`src/rtl/if_pkg.sv`:
```
// Shared types and constants for the instruction-fetch stage.
package if_pkg;

    // Fetch FSM states.
    //   IDLE  : nothing outstanding, request pc next
    //   WAIT  : a live request is outstanding
    //   HOLD  : a fetched word is parked in the buffer while IF/ID stalls
    //   DRAIN : a request made stale by a redirect is still outstanding
    typedef enum logic [1:0] {
        IDLE  = 2'd0,
        WAIT  = 2'd1,
        HOLD  = 2'd2,
        DRAIN = 2'd3
    } if_state_t;

    // addi x0, x0, 0
    localparam logic [31:0] RV_NOP           = 32'h0000_0013;
    localparam logic [31:0] DEFAULT_RESET_PC = 32'h0000_0000;

    // Instruction addresses are word aligned; low bits are dropped.
    function automatic logic [31:0] align_pc(input logic [31:0] pc);
        return {pc[31:2], 2'b00};
    endfunction

endpackage

```
`src/rtl/if_instr_buf.sv`:
```
// One-entry instruction/PC holding register. Captures a fetched word
// when IF/ID cannot accept it, and keeps it until the stage moves on.
module if_instr_buf (
    input  logic        clk_i,
    input  logic        reset_i,
    input  logic        load_i,
    input  logic        clear_i,
    input  logic [31:0] instr_i,
    input  logic [31:0] pc_i,
    output logic [31:0] instr_o,
    output logic [31:0] pc_o,
    output logic        valid_o
);

    logic [31:0] instr_q, instr_d;
    logic [31:0] pc_q, pc_d;
    logic        valid_q, valid_d;

    // Next-state: load wins over clear; otherwise hold contents.
    always_comb begin
        instr_d = instr_q;
        pc_d    = pc_q;
        valid_d = valid_q;
        if (load_i) begin
            instr_d = instr_i;
            pc_d    = pc_i;
            valid_d = 1'b1;
        end else if (clear_i) begin
            valid_d = 1'b0;
        end
    end

    // Only the valid bit is reset; the payload is qualified by it.
    always_ff @(posedge clk_i) begin
        if (reset_i) begin
            valid_q <= 1'b0;
        end else begin
            valid_q <= valid_d;
        end
        instr_q <= instr_d;
        pc_q    <= pc_d;
    end

    assign instr_o = instr_q;
    assign pc_o    = pc_q;
    assign valid_o = valid_q;

endmodule

```
`src/rtl/if_fetch_unit.sv`:
```
// RV32I instruction-fetch stage: owns the PC, issues single-outstanding
// imem requests, presents PC/PC+4/instruction to IF/ID, honours stalls
// and EX redirects, and drops responses that a redirect made stale.
module if_fetch_unit
    import if_pkg::*;
#(
    parameter logic [31:0] RESET_PC = DEFAULT_RESET_PC
) (
    input  logic        clk,
    input  logic        reset,
    input  logic        IF_IDWrite,
    input  logic        redirect,
    input  logic [31:0] redirect_pc,
    output logic        imem_req,
    output logic [31:0] imem_addr,
    input  logic        imem_rvalid,
    input  logic [31:0] imem_rdata,
    output logic [31:0] IF_PC,
    output logic [31:0] IF_PCplus4,
    output logic [31:0] IF_Instr,
    output logic        IF_valid
);

    if_state_t   state_q, state_d;
    logic [31:0] pc_q, pc_d;

    logic [31:0] tgt_pc;
    logic [31:0] pc_plus4;
    logic        req;
    logic [31:0] req_addr;
    logic        pres_valid;
    logic        buf_load;
    logic        buf_clear;
    logic [31:0] buf_instr;
    logic [31:0] buf_pc;
    logic        buf_valid;

    assign tgt_pc   = align_pc(redirect_pc);
    assign pc_plus4 = pc_q + 32'd4;

    if_instr_buf u_buf (
        .clk_i   (clk),
        .reset_i (reset),
        .load_i  (buf_load),
        .clear_i (buf_clear),
        .instr_i (imem_rdata),
        .pc_i    (pc_q),
        .instr_o (buf_instr),
        .pc_o    (buf_pc),
        .valid_o (buf_valid)
    );

    // FSM next-state, PC update and request generation; redirect first.
    always_comb begin
        state_d    = state_q;
        pc_d       = pc_q;
        req        = 1'b0;
        req_addr   = pc_q;
        pres_valid = 1'b0;
        buf_load   = 1'b0;
        buf_clear  = 1'b0;
        unique case (state_q)
            IDLE: begin
                req     = 1'b1;
                state_d = WAIT;
                if (redirect) begin
                    pc_d     = tgt_pc;
                    req_addr = tgt_pc;
                end
            end
            WAIT: begin
                if (redirect) begin
                    pc_d = tgt_pc;
                    if (imem_rvalid) begin
                        req      = 1'b1;
                        req_addr = tgt_pc;
                    end else begin
                        // The in-flight response now belongs to a dead path.
                        state_d = DRAIN;
                    end
                end else if (imem_rvalid) begin
                    pres_valid = 1'b1;
                    if (IF_IDWrite) begin
                        pc_d     = pc_plus4;
                        req      = 1'b1;
                        req_addr = pc_plus4;
                    end else begin
                        buf_load = 1'b1;
                        state_d  = HOLD;
                    end
                end
            end
            HOLD: begin
                if (redirect) begin
                    pc_d      = tgt_pc;
                    req       = 1'b1;
                    req_addr  = tgt_pc;
                    buf_clear = 1'b1;
                    state_d   = WAIT;
                end else begin
                    pres_valid = buf_valid;
                    if (IF_IDWrite) begin
                        pc_d      = pc_plus4;
                        req       = 1'b1;
                        req_addr  = pc_plus4;
                        buf_clear = 1'b1;
                        state_d   = WAIT;
                    end
                end
            end
            DRAIN: begin
                if (redirect) begin
                    pc_d     = tgt_pc;
                    req_addr = tgt_pc;
                end
                // Stale data is dropped; refetch from the current target.
                if (imem_rvalid) begin
                    req     = 1'b1;
                    state_d = WAIT;
                end
            end
            default: begin
                state_d = IDLE;
            end
        endcase
    end

    // State and PC registers.
    always_ff @(posedge clk) begin
        if (reset) begin
            state_q <= IDLE;
            pc_q    <= RESET_PC;
        end else begin
            state_q <= state_d;
            pc_q    <= pc_d;
        end
    end

    // Presentation to IF/ID: buffered word in HOLD, memory word in WAIT,
    // NOP bubble otherwise. Requests are suppressed while reset is held.
    always_comb begin
        imem_req  = req & ~reset;
        imem_addr = req_addr;
        IF_valid  = pres_valid;
        IF_PC     = pc_q;
        IF_Instr  = RV_NOP;
        if (pres_valid) begin
            if (state_q == HOLD) begin
                IF_PC    = buf_pc;
                IF_Instr = buf_instr;
            end else begin
                IF_Instr = imem_rdata;
            end
        end
        IF_PCplus4 = IF_PC + 32'd4;
    end

endmodule

```
`config.mk`:
```
export PLATFORM = sky130hd
export DESIGN_NAME = if_fetch_unit
export DESIGN_NICKNAME = d
export VERILOG_FILES = /design/src/rtl/if_pkg.sv /design/src/rtl/if_instr_buf.sv /design/src/rtl/if_fetch_unit.sv
export SDC_FILE = /design/constraint.sdc
export NUM_CORES = 1
export LEC_CHECK = 0
export BUFFER_PORTS_ARGS = -buffer_cell sky130_fd_sc_hd__buf_4
export CORE_MARGIN = 2
export CORE_UTILIZATION = 60
export CTS_BUF_LIST = sky130_fd_sc_hd__clkbuf_4
export DETAILED_ROUTE_END_ITERATION = 8
export PLACE_DENSITY = 0.95
export SYNTH_ARGS = -nofsm -noshare
export SYNTH_HDL_FRONTEND = slang
export SYNTH_SLANG_ARGS = --single-unit
```
`constraint.sdc`:
```
create_clock -name clk -period 7.95 [get_ports clk]
set_input_delay 0.795 -clock clk [delete_from_list [all_inputs] [get_ports clk]]
set_output_delay 0.795 -clock clk [all_outputs]
set_load 0.005 [all_outputs]
```
==> flow_summary.ini <==
[detailed_routing]
drc = 0
total_routed_wirelength_um = 23260
drt_pre_antenna_iters = 7
wl_per_cell_um = 19.19
dr_total_vias = 7912
antenna_violating_nets_post_route = 0
vias_per_cell = 6.528
detail_route.iter0.violations = 1506

[pwr]
p_sw_uw = 572.6
power.share.clock = 0.198
total_leakage_power_uw = 0.003600
irDropWorstVdd_mv = 0.1391
p_comb_frac = 0.377
p_int_uw = 990.5
p_seq_frac = 0.425
sw_frac_of_total = 0.3663
p_per_area_mw_per_mm2 = 173.7

[worst_setup_path]
cpLargestDelayFamily = simple AND/OR/NAND/NOR gates
timing.setup.critical_path_class = reg2out
critical_path_arrival_ns = 4.63
worstRegToRegCells = 7
timing.critical_path.mode_cell = sky130_fd_sc_hd__buf_4
critPathMaxStageDelay_ns = 0.59
reg2reg_setup_slack_ns = 3.75
path_cells = inv_1 > ha_2 > buf_4 > nand3b_1 > nor2b_4 > buf_4 > nand2_1 > nand2_1 > ha_1 > nand3_1 > nor2_1 > and4_1 > o21bai_1 > nor3b_1 > xor2_1 > buf_4
timing.critical_path.from_type = flip-flop
path_buf_inv = 4
reg2reg_end = u_buf.instr_o[20]$_DFFE_PP_
crit_path_end_kind = output port
cp_max_fo = 66
crit_path_top_delay_cell = sky130_fd_sc_hd__buf_4
worstReg2RegStart = state_q[1]$_SDFFE_PP0P_
worst_ep_required_time_ns = 7.15

[floorplan]
start_util = 0.6164
die-area_mm2 = 0.01330
core_region_area_mm2 = 0.01206
floorplan.die.width_um = 115.3
dieHeight_um = 115.3
boundaryPins = 199
std_cell_rows = 40

[placement]
portBuffers = 196
place.gp.congestion = 0.9297
place_ws_ns = 3.103
placed_cells = 1196
dp.final_hpwl_um = 16060

[min_path]
hp-class = in2reg
hold_path_end = u_buf.instr_o[12]$_DFFE_PP_
number_of_cells_on_the_worst_hold_path = 1
min_from = imem_rdata[12]

[synth]
largest_family_of_logic_cells_by_synthesized_area = simple AND/OR/NAND/NOR gates
synth.net_count = 985
compound_gate_fraction_of_synth_area = 0.2186
synthMuxAreaShare = 0.06765
async_sr_flop_fraction = 0
yosys.area_share.simple = 0.2206
syn-cell-area_mm2 = 0.007435
avg_synthesized_cell_area_um2 = 8.179
synth_top_area_share = 0.2585
yosysUniqueCellTypes = 68
post_synth_inst_count = 909
synth_enable_flop_cells = 64
post-synth-top-area-cell = sky130_fd_sc_hd__edfxtp_1
synth.ff_latch_count = 99
post_synthesis_sequential_area_ratio = 0.3527
synth_area_leaders = sky130_fd_sc_hd__edfxtp_1 (26%), sky130_fd_sc_hd__dfxtp_1 (9.4%), sky130_fd_sc_hd__nand2_1 (6.8%)
synth_ff_type = sky130_fd_sc_hd__edfxtp_1
synth_warnings = 0
yosys.area_share.adder = 0.01178
post_synth_xor_area_fraction = 0.06597

[status]
result_of_the_run = finished clean

[cts]
cts.clk_slew.worst_paths_ns = 0.17
clockBufferDepth = 2
clock_insertion_delay_worst_skew_ns = 0.49
ctsRootBufferMaster = sky130_fd_sc_hd__clkbuf_4
clock_sink_count = 99
cts-resized-gates = 0
clock_tree.htree_level_count = 3
total_clock_buffers_created_by_cts = 9
cts.repair_timing.setup_buffer_count = 0
clock_tree_from_tritoncts = built
cts_hold_repair.buffers = 0

[timing]
worst-slew-pin-transition_ns = 1.186
final_period_minus_worst_setup_slack_ns = 5.424
drv_slew = 0
timing_hold_violations_final = 0
final_min_period_over_clock_period = 0.6823
fin_hold_ws_ns = 0.4849
grt_setup_unrepaired = no
fmaxAchievable_ghz = 0.1844
fin_tns_setup_ns = 0
clock_skew_ns = 0.01846
timing.final.setup_violations = 0
relSlewSlack = 0.2082
worst_slack_ns = 2.526

[cells_and_area]
most-common-layout-cells = sky130_fd_sc_hd__buf_4 (205), sky130_fd_sc_hd__nand2_1 (135), sky130_fd_sc_hd__nor2_1 (94), sky130_fd_sc_hd__edfxtp_1 (64), sky130_fd_sc_hd__o21ai_0 (58)
area.growth.synth_to_final_pct = 21.05
most_common_cell_after_layout_fill_and_taps_aside = sky130_fd_sc_hd__buf_4
area_of_the_multi_input_gates_mm2 = 0.004369
final_layout_size_suffix_gt1_frac = 0.2289
antenna_cells_inserted = 0
final_nets = 1115
final_cells = 1212
fillers = 910
final-seq-area_mm2 = 0.002623

[grt]
first_global_vias = 7176
grtUsageTotal = 0.3422
grt_antenna_before_repair = 0
grt_first_pass_wirelength_um = 36000
globalRouteOverflowTotal = 0
grt_max_degree = 76

[flow_run]
cap_violations = 0
## flip-flops by register name (all words and copies together) (netlist names)
signal         count
pc_q              32
u_buf.pc_o        32
state_q            2
u_buf.valid_o      1
u_buf.instr_o     32
## power by group through the flow
stage / Clock [µW] / Sequential (µW) / Combinational (µW)
floorplan: 0 / 616 / 374
global placement: 0 / 665 / 565
detailed placement: 0 / 669 / 577
CTS: 312 / 657 / 579
global route: 327 / 667 / 637
finish: 310 / 664 / 589
## stage by stage
step	total power (µW)	cell area (µm²)	utilization
5_1_grt	1631	9000	0.7462
3_3_place_gp	1230	8842	0.7331
6_report	1563	9000	0.7462
2_1_floorplan	989.4	7435	-
3_5_place_dp	1246	8842	0.7331
4_1_cts	1548	9000	0.7462
## worst register-to-register path, stage by stage (launching register included)
cell and delay (ns):
sky130_fd_sc_hd__dfxtp_1 0.38, sky130_fd_sc_hd__inv_1 0.10, sky130_fd_sc_hd__ha_1 0.69, sky130_fd_sc_hd__buf_4 0.49, sky130_fd_sc_hd__nor2b_1 0.66, sky130_fd_sc_hd__nand2_1 0.60, sky130_fd_sc_hd__nor2_4 0.20, sky130_fd_sc_hd__buf_4 0.66
## cells in the mapped netlist, drive strengths merged (4+ instances only)
cell type and n:
a31oi 7, nor3b 6, ha 7, a22oi 6, and4 7, a221oi 40
a22o 10, nor2 97, a21o 7, o21a 5, nor3 14, a211oi 4
clkbuf 55, nand4 16, buf 31, o22ai 13, and3 17, nand3 33
edfxtp 64, nor2b 6, dfxtp 35, o21ai 59, a21oi 39, xor2 21
a221o 4, xnor2 35, o32ai 11, inv 27, nor4 4, mux2i 48
nand2 135
## per-layer routing
layer  global-route usage  vias to the layer above  wire, µm
li1                     -                     3585         -
met1               0.4462                     3624      8659
met2               0.5411                      615     10720
met3              0.06642                       88      3078
met4               0.1775                        0       797
met5                    0                        -         0
## worst max-delay path by stage
stage                            startpoint  slack, ns  depth (start not counted)                         end
floorplan                          redirect       3.11                          5  u_buf.instr_o[0]$_DFFE_PP_
global placement                   redirect       3.17                         14              IF_PCplus4[28]
detailed placement  state_q[0]$_SDFFE_PP0P_       3.10                         16              IF_PCplus4[28]
CTS                 state_q[0]$_SDFFE_PP0P_       2.54                         16              IF_PCplus4[28]
global route        state_q[0]$_SDFFE_PP0P_       2.08                         16              IF_PCplus4[28]
finish              state_q[0]$_SDFFE_PP0P_       2.53                         16              IF_PCplus4[28]
## cell type report
type                       count  area share
timing repair buffer         205      0.1710
inverter                      27     0.01126
tap                          168     0.02336
clock inverter                 7     0.01001
clock buffer                   9    0.007507
sequential                    99      0.2914
multi-input combinational    697      0.4855
## logic make-up (layout without fill, tap and decap cells)
| group | Yosys count | in the layout |
|---|---|---|
| AND/OR/NAND/NOR | 349 | 349 |
| multiplexers | 50 | 50 |
| adder cells (fa/ha/maj) | 7 | 7 |
| buffers and inverters | 113 | 248 |
| flip-flops | 99 | 99 |
| XOR/XNOR | 56 | 56 |
| AO/OA/AOI/OAI | 235 | 235 |
Note: power is estimated with default switching activity, not from simulation.
